## src/rtl/gb_bus_responder.sv

```systemverilog
// Memory-side bus responder: HRAM, IF/IE interrupt registers and external forwarding with timeout.
// Optional macro ECHO_RAM_EN forwards 0xE000-0xFDFF externally as 0xC000-0xDDFF.
module gb_bus_responder #(
    parameter int unsigned TIMEOUT_CYCLES = 255,
    parameter logic [15:0] HRAM_BASE      = 16'hFF80
) (
    input  logic        i_Clk,
    input  logic        i_Reset,
    input  logic        i_Enable,
    input  logic [15:0] i_Address,
    input  logic        i_Address_Out,
    input  logic [7:0]  i_Bus,
    input  logic        i_Bus_Out,
    input  logic        i_Bus_In,
    input  logic        i_Handle_Interrupt,
    input  logic [4:0]  i_Irq_Lines,
    output logic [7:0]  o_Bus,
    output logic        o_Busy,
    output logic [4:0]  o_Interrupts,
    output logic        o_Bus_Error,
    output logic        o_Ext_Req,
    output logic        o_Ext_We,
    output logic [15:0] o_Ext_Address,
    output logic [7:0]  o_Ext_Data,
    input  logic [7:0]  i_Ext_Data,
    input  logic        i_Ext_Ack
);

    typedef enum logic {IDLE, EXT_WAIT} state_t;

    localparam logic [7:0] WAIT_LAST = 8'(TIMEOUT_CYCLES - 1);

    state_t      state_q, state_d;
    logic [7:0]  wait_q, wait_d;
    logic [15:0] addr_q, eff_addr;
    logic [7:0]  bus_q, bus_d;
    logic        busy_q, busy_d;
    logic        req_q, req_d;
    logic        we_q, we_d;
    logic [15:0] ext_addr_q, ext_addr_d;
    logic [7:0]  ext_data_q, ext_data_d;
    logic        bus_error_d, bus_error_q;
    logic [4:0]  if_q, if_d, ie_q, ie_d;
    logic [4:0]  irq_prev_q, irq_prev_d;
    logic        handle_prev_q, handle_prev_d;

    logic [7:0]  hram [0:126];
    logic [6:0]  hram_idx;
    logic        hram_we;

    logic        wr_stb, rd_stb;
    logic        is_hram, is_if, is_ie, is_hole, is_echo, int_hit;
    logic [7:0]  int_rdata;
    logic [15:0] fwd_addr;
    logic [4:0]  pending, irq_edges, clr_mask;

    // A strobe in the same cycle as a new address decodes the new address.
    assign eff_addr = (i_Enable && i_Address_Out) ? i_Address : addr_q;
    assign wr_stb   = i_Bus_Out;
    assign rd_stb   = i_Bus_In && !i_Bus_Out;

    assign is_if    = (eff_addr == 16'hFF0F);
    assign is_ie    = (eff_addr == 16'hFFFF);
    assign is_hram  = (eff_addr >= HRAM_BASE) && !is_ie;
    assign is_hole  = (eff_addr >= 16'hFEA0) && (eff_addr <= 16'hFEFF);
    assign is_echo  = (eff_addr >= 16'hE000) && (eff_addr <= 16'hFDFF);
    assign hram_idx = eff_addr[6:0] - HRAM_BASE[6:0];

`ifdef ECHO_RAM_EN
    assign int_hit  = is_hram || is_if || is_ie || is_hole;
    assign fwd_addr = is_echo ? (eff_addr - 16'h2000) : eff_addr;
`else
    assign int_hit  = is_hram || is_if || is_ie || is_hole || is_echo;
    assign fwd_addr = eff_addr;
`endif

    always_comb begin
        int_rdata = 8'hFF;
        if (is_if)        int_rdata = {3'b111, if_q};
        else if (is_ie)   int_rdata = {3'b000, ie_q};
        else if (is_hram) int_rdata = hram[hram_idx];
    end

    assign pending   = if_q & ie_q;
    assign irq_edges = i_Irq_Lines & ~irq_prev_q;
    // Isolate the lowest set pending bit (highest priority).
    assign clr_mask  = (i_Handle_Interrupt && !handle_prev_q) ? (pending & (~pending + 5'd1)) : 5'd0;

    // NOTE: every signal written here gets a default first so no latch is inferred.
    always_comb begin
        state_d       = state_q;
        wait_d        = wait_q;
        bus_d         = bus_q;
        busy_d        = busy_q;
        req_d         = req_q;
        we_d          = we_q;
        ext_addr_d    = ext_addr_q;
        ext_data_d    = ext_data_q;
        bus_error_d   = 1'b0;
        if_d          = if_q;
        ie_d          = ie_q;
        irq_prev_d    = irq_prev_q;
        handle_prev_d = handle_prev_q;
        hram_we       = 1'b0;

        if (i_Enable) begin
            irq_prev_d    = i_Irq_Lines;
            handle_prev_d = i_Handle_Interrupt;
            if_d          = if_q & ~clr_mask;

            case (state_q)
                IDLE: begin
                    if (wr_stb || rd_stb) begin
                        if (int_hit) begin
                            if (wr_stb) begin
                                hram_we = is_hram;
                                if (is_if) if_d = i_Bus[4:0];
                                if (is_ie) ie_d = i_Bus[4:0];
                            end else begin
                                bus_d = int_rdata;
                            end
                        end else begin
                            state_d    = EXT_WAIT;
                            wait_d     = 8'd0;
                            req_d      = 1'b1;
                            busy_d     = 1'b1;
                            we_d       = wr_stb;
                            ext_addr_d = fwd_addr;
                            ext_data_d = i_Bus;
                        end
                    end
                end
                EXT_WAIT: begin
                    // Ack wins over a timeout landing in the same cycle.
                    if (i_Ext_Ack || wait_q == WAIT_LAST) begin
                        if (!we_q) bus_d = i_Ext_Ack ? i_Ext_Data : 8'hFF;
                        bus_error_d = !i_Ext_Ack;
                        state_d     = IDLE;
                        req_d       = 1'b0;
                        busy_d      = 1'b0;
                        we_d        = 1'b0;
                    end else begin
                        wait_d = wait_q + 8'd1;
                    end
                end
                default: state_d = IDLE;
            endcase

            // Source edges override both clears and CPU writes to IF.
            if_d = if_d | irq_edges;
        end
    end

    // NOTE: sequential state uses non-blocking assignments so all registers update together.
    always_ff @(posedge i_Clk) begin
        if (i_Reset) begin
            state_q       <= IDLE;
            wait_q        <= 8'd0;
            addr_q        <= 16'd0;
            bus_q         <= 8'hFF;
            busy_q        <= 1'b0;
            req_q         <= 1'b0;
            we_q          <= 1'b0;
            ext_addr_q    <= 16'd0;
            ext_data_q    <= 8'd0;
            bus_error_q   <= 1'b0;
            if_q          <= 5'd0;
            ie_q          <= 5'd0;
            irq_prev_q    <= 5'd0;
            handle_prev_q <= 1'b0;
        end else begin
            state_q       <= state_d;
            wait_q        <= wait_d;
            addr_q        <= eff_addr;
            bus_q         <= bus_d;
            busy_q        <= busy_d;
            req_q         <= req_d;
            we_q          <= we_d;
            ext_addr_q    <= ext_addr_d;
            ext_data_q    <= ext_data_d;
            bus_error_q   <= bus_error_d;
            if_q          <= if_d;
            ie_q          <= ie_d;
            irq_prev_q    <= irq_prev_d;
            handle_prev_q <= handle_prev_d;
        end
    end

    // NOTE: HRAM has no reset so it maps onto plain RAM; software initialises it.
    always_ff @(posedge i_Clk) begin
        if (hram_we && !i_Reset) hram[hram_idx] <= i_Bus;
    end

    assign o_Bus         = bus_q;
    assign o_Busy        = busy_q;
    assign o_Interrupts  = pending;
    assign o_Bus_Error   = bus_error_q;
    assign o_Ext_Req     = req_q;
    assign o_Ext_We      = we_q;
    assign o_Ext_Address = ext_addr_q;
    assign o_Ext_Data    = ext_data_q;

endmodule

```

## config.mk

```make
export PLATFORM = sky130hd
export DESIGN_NAME = gb_bus_responder
export DESIGN_NICKNAME = d
export VERILOG_FILES = /design/src/rtl/gb_bus_responder.sv
export SDC_FILE = /design/constraint.sdc
export NUM_CORES = 1
export LEC_CHECK = 0
export ABC_AREA = 1
export CORE_MARGIN = 10
export CORE_UTILIZATION = 55
export CTS_CLUSTER_DIAMETER = 80
export DETAILED_ROUTE_END_ITERATION = 12
export PLACE_DENSITY = 0.81
export SYNTH_ARGS = -nofsm -noshare
export SYNTH_HDL_FRONTEND = slang
export SYNTH_SLANG_ARGS = --single-unit
```

## constraint.sdc

```tcl
create_clock -name i_Clk -period 5.8 [get_ports i_Clk]
set_input_delay 1.16 -clock i_Clk [delete_from_list [all_inputs] [get_ports i_Clk]]
set_output_delay 1.16 -clock i_Clk [all_outputs]
set_load 0.1 [all_outputs]
```

Word-level counts from Yosys, hierarchy flattened
Memories as Yosys holds them, arrays and structs flattened.
Index checks and enable logic that the tools add are counted.
W data, S select, Z words.

cells by class
  $lt $le $gt $ge = 5
  bitwise logic cells = 12
  equal/unequal tests = 10
  muxes and demuxes = 40
  reductions and logical operators = 24
  add/sub/neg operators = 2

operators by type and width
  operator                number
  $mux W8                 12
  $ge A16 B16 Y1 const B  3
  $mux W5                 7
  $eq A16 B16 Y1 const B  2
  $le A16 B16 Y1 const B  2
  $pmux W8 S2             2
  $and A5 B5 Y5           4
  $mux W16                1
  $mux W1                 15
  $not A5 Y5              3
  $ne A2 B2 Y1 const B    6
  $reduce_and A4 Y1       3
  $reduce_and A6 Y1       2
  $add A8 B1 Y8 const B   1
  $eq A8 B8 Y1 const B    1
  $logic_and A1 B1 Y1     7
  $logic_or A1 B1 Y1      6
  $pmux W1 S2             3
  $add A5 B1 Y5 const B   1
  $logic_not A1 Y1        5
  $or A5 B5 Y5            1
  $not A1 Y1              4
  $reduce_or A4 Y1        1
  $ne A2 B1 Y1 const B    1

word-level totals
  input port bits = 45
  memories = 1
  RAM bits = 1016
  logic and storage cells = 107
  flip-flop bits (word level) = 76
  output and inout bits = 41

memories
  memory  words  width  read ports  clocked after Yosys merged registers in  wr ports  RTL line  source
  hram    127    8      1           0                                        1         47        logic [7:0] hram [0:126];

Depth between registers and ports, before layout
  depth after elaboration = 16
  gate-level depth with buffers = 23
  gate-level depth less buffers = 19

Worst setup path before layout
No wires, ideal clock.

  path type = input to register
  start = in i_Address_Out
  end = mem hram[100][0], enable pin
  data required time = 5430 ps
  path buffers = 3
  library setup time = 370 ps
  stages on the path = 16
  setup slack = 2154 ps
  arrival = 3276 ps
  path through = buf_6 > nand2_8 > buf_12 > nand2_1 > nand2_1 > nand2_1 > nor2_4 > nand2_2 > nor2_4 > inv_2 > or2_4 > nand3_4 > nand3_4 > nand3b_4 > buf_6 > nor2_1

between the ends
  longest elaborated chain between the ends = 16
  elaborated cells on any way between the ends = 25
  classes of those cells = 5 x order compare; 2 x eq/ne; 8 x mux; 10 x reduce/logical

ends and longest elaborated chain
  element                                                  RTL line  source
  start: declaration                                       11        input logic i_Address_Out,
  $logic_and A1 B1 Y1 *                                    58        assign eff_addr = (i_Enable && i_Address_Out) ? i_Address : addr_q;
  $mux W16 *                                               58
  branches (longest 14 deep; another with $ge A16 B16 Y1)  -
  end: declaration                                         47

Mark *: on every way between the ends.

Worst setup path in the final report
  start = in i_Enable
  end = mem hram[34][6], enable pin

between the ends
  longest elaborated chain between the ends = 16
  elaborated cells on any way between the ends = 25
  classes of those cells = 5 x order compare; 2 x eq/ne; 8 x mux; 10 x reduce/logical

ends and longest elaborated chain
  element                                                  RTL line  source
  start: declaration                                       9         input logic i_Enable,
  branches (longest 16 deep; another with $ge A16 B16 Y1)  -

Several ways; the timed one is not identified.

==> metrics.md <==
| Metric | Value |
|---|---|
| Root buf cell | clkbuf_16 |
| Maximum clock frequency | 208 MHz |
| Synth cell types | 48 |
| Vias per cell | 5.79 |
| TNS Setup | 0 ns |
| Seq/Total Area, Yosys | 0.693 |
| Clk_skew | 0.0313 ns |
| Number of remaining DRC errors | 0 |
| Htree depth | 3 |
| Max-slew headroom | 0.160 |
| Required @ worst endpoint | 6.09 ns |
| Most frequent cells in the layout | 1,999 x nand2_1, 1,016 x edfxtp_1, 369 x nor2_1 |
| Global-route wire length before repair | 184,000 um |
| Routed length per placed instance | 21.4 um |
| Layout cells sized above 1 | 0.0676 |
| Final net count | 4,562 |
| Final Hold Fails | 0 |
| Final core occ | 0.616 |
| RePlAce Congestion | 0.926 |
| Initial antenna violation count | 0 |
| Chip width | 310 um |
| Clk sinks | 1,092 |
| Mean post-synth cell area | 10.4 um2 |
| Clock transition at path regs | 0.06 ns |
| Clock Latency Late Sink | 0.69 ns |
| RSZ-0062 raised after global routing | no |
| Power per standard cell area | 327 mW/mm2 |
| R2r setup slk | 2.16 ns |
| Hold depth | 2 |
| Worst-margin pin slew | 1.26 ns |
| Largest net degree at the start of global routing | 218 |
| Quantity of hold-fixing buffers added after cts | 0 |
| TritonCTS clock tree | built |
| #FFs+latches synth | 1,092 |
| Critical Path Source | i_Enable |
| Post-CTS sizing | 0 |
| Yosys warning count | 0 |
| Worst slack at placement | 0.482 ns |
| Total wire length | 122,000 um |
| Vias post-DR | 32,891 |
| Post-Syn Instances | 4,465 |
| Reg2reg end | hram[25][6]$_DFFE_PP_ |
| Final setup violation count | 0 |
| Asr flop ratio synth | 0 |
| Synthesis-to-layout area growth | 11.4% |
| Post-synth EDFFs | 1,016 |
| Reg2reg path depth | 11 |
| Leak pwr | 20.1 nW |
| Initial Util | 0.553 |
| Synthesized area | 0.0462 mm2 |
| Setup ws final | 0.999 ns |
| CP Data Arrival Time | 5.10 ns |
| Commonest non-fill, non-tap cell in the layout | nand2_1 |
| Clock Path Buffers | 3 |
| Synth Flop Type | edfxtp_1 |
| Post-CTS Repair Setup Buffers | 0 |
| CP max FO | 130 |
| Minimum clock period | 4.80 ns |
| CP Capture Type | flop |
| Syn Nets | 4,512 |
| Vias in the first global route | 31,691 |
| Min-Delay Path Class | reg -> reg |
| Status | finished, final reports clean |
| Dpl hpwl | 70,700 um |
| Max-Cap Viols | 0 |
| Maximum vdd drop | 0.257 mV |
| Slew Limit Fails | 0 |
| Core ar. | 0.0836 mm2 |
| Total GRT Usage | 0.250 |
| DR iter-0 viols | 4,365 |
| Type of origin of the critical path | input port |
| DIE HEIGHT | 310 um |
| Ant. Diodes | 0 |
| Num rows | 106 |
| I/O Pins | 86 |
| FILL cells | 6,181 |
| Total gr overflow | 0 |
| R2r startpoint | addr_q[0]$_SDFF_PP0_ |
| PortBufs | 85 |
| Fin crit share | 0.828 |
| Drt first pass iters | 6 |
| CP endpoint | hram[34][6]$_DFFE_PP_ |
| Antenna viol nets, final | 0 |
| Die area | 0.0961 mm2 |
| CTS buffer count | 103 |
| Crit Path Class | in -> reg |
==> synthesized netlist by cell type, types with 10 or more instances <==
master / number / area, um2
nor2_1: 373 / 1400
o21ai_1: 30 / 150
nand4_1: 10 / 62.6
o21ai_0: 145 / 726
nand2_1: 2000 / 7510
buf_1: 12 / 45.0
a21oi_1: 110 / 551
o211ai_1: 74 / 556
buf_6: 12 / 135
inv_1: 167 / 627
edfxtp_1: 1016 / 30500
or2_2: 20 / 125
nand3_1: 128 / 641
clkbuf_1: 115 / 432
buf_2: 82 / 410
dfxtp_1: 76 / 1520
==> per-layer routing <==
layer,track usage,part of all wire,up-vias
li1,-,-,14910
met1,0.320,0.37,15431
met2,0.401,0.47,2154
met3,0.0559,0.12,396
met4,0.122,0.048,0
met5,0,0,-
==> worst min path at each step <==
stage	from	to	slack (ns)
4_1_cts	irq_prev_q[1]$_SDFFE_PP0P_	irq_prev_q[1]$_SDFFE_PP0P_	0.46
6_report	irq_prev_q[1]$_SDFFE_PP0P_	irq_prev_q[1]$_SDFFE_PP0P_	0.46
2_1_floorplan	irq_prev_q[0]$_SDFFE_PP0P_	irq_prev_q[0]$_SDFFE_PP0P_	0.43
3_5_place_dp	irq_prev_q[1]$_SDFFE_PP0P_	irq_prev_q[1]$_SDFFE_PP0P_	0.45
3_3_place_gp	irq_prev_q[2]$_SDFFE_PP0P_	irq_prev_q[2]$_SDFFE_PP0P_	0.44
5_1_grt	irq_prev_q[4]$_SDFFE_PP0P_	irq_prev_q[4]$_SDFFE_PP0P_	0.49
==> logic make-up after synthesis <==
| kind of cell | synth area share |
|---|---|
| AND/OR/NAND/NOR | 0.223 |
| flip-flops | 0.693 |
| buffers and inverters | 0.0379 |
| AO/OA/AOI/OAI | 0.0446 |
| XOR/XNOR | 0.00114 |
| adder cells (fa/ha/maj) | 0.000541 |
==> worst max-delay path: stages <==
cell and delay (ns):
clkdlybuf4s50_1 0.64, nand2_8 0.31, nand2_1 0.18, nand2_8 0.10, buf_12 0.48, inv_6 0.36
nor2_4 0.21, buf_4 0.24, nand3b_4 0.45, nor2_1 0.76
==> sequential cells by signal, indices dropped and copies added, names as in the netlist <==
register and count:
handle_prev_q 1, irq_prev_q 5, o_Ext_We 1, hram 1016
wait_q 8, o_Ext_Data 8, o_Ext_Req 1, state_q 1
ie_q 5, if_q 5, o_Bus_Error 1, o_Ext_Address 16
addr_q 16, o_Bus 8
==> layout make-up <==
class	instances	area, um2	area share
clock buffers	131	2730	0.0529
clock inverters	60	558	0.0108
inverters	181	684	0.0133
multi-input cells	2966	12500	0.243
flip-flops and latches	1092	32000	0.622
well taps	1080	1350	0.0262
repair buffers	171	1610	0.0313
==> where the power goes <==
part	switching (mW)	total, mW	internal (mW)
Clock	2.87	6.63	3.76
Sequential	0.0196	8.65	8.63
Combinational	1.19	1.57	0.380
Total	4.08	16.9	12.8
==> metrics by stage <==
stage | cells | area (um2) | hold slack (ns) | power [mW]
after floorplan | 4465 | 46200 | 0.434 | 9.77
after global placement | 5490 | 48200 | 0.442 | 10.3
after detailed placement | 5490 | 48200 | 0.453 | 10.3
after CTS | 5681 | 51500 | 0.462 | 16.8
after global routing | 5681 | 51500 | 0.493 | 17.3
final | 5681 | 51500 | 0.457 | 16.9
(Power assumes the default switching activity.)
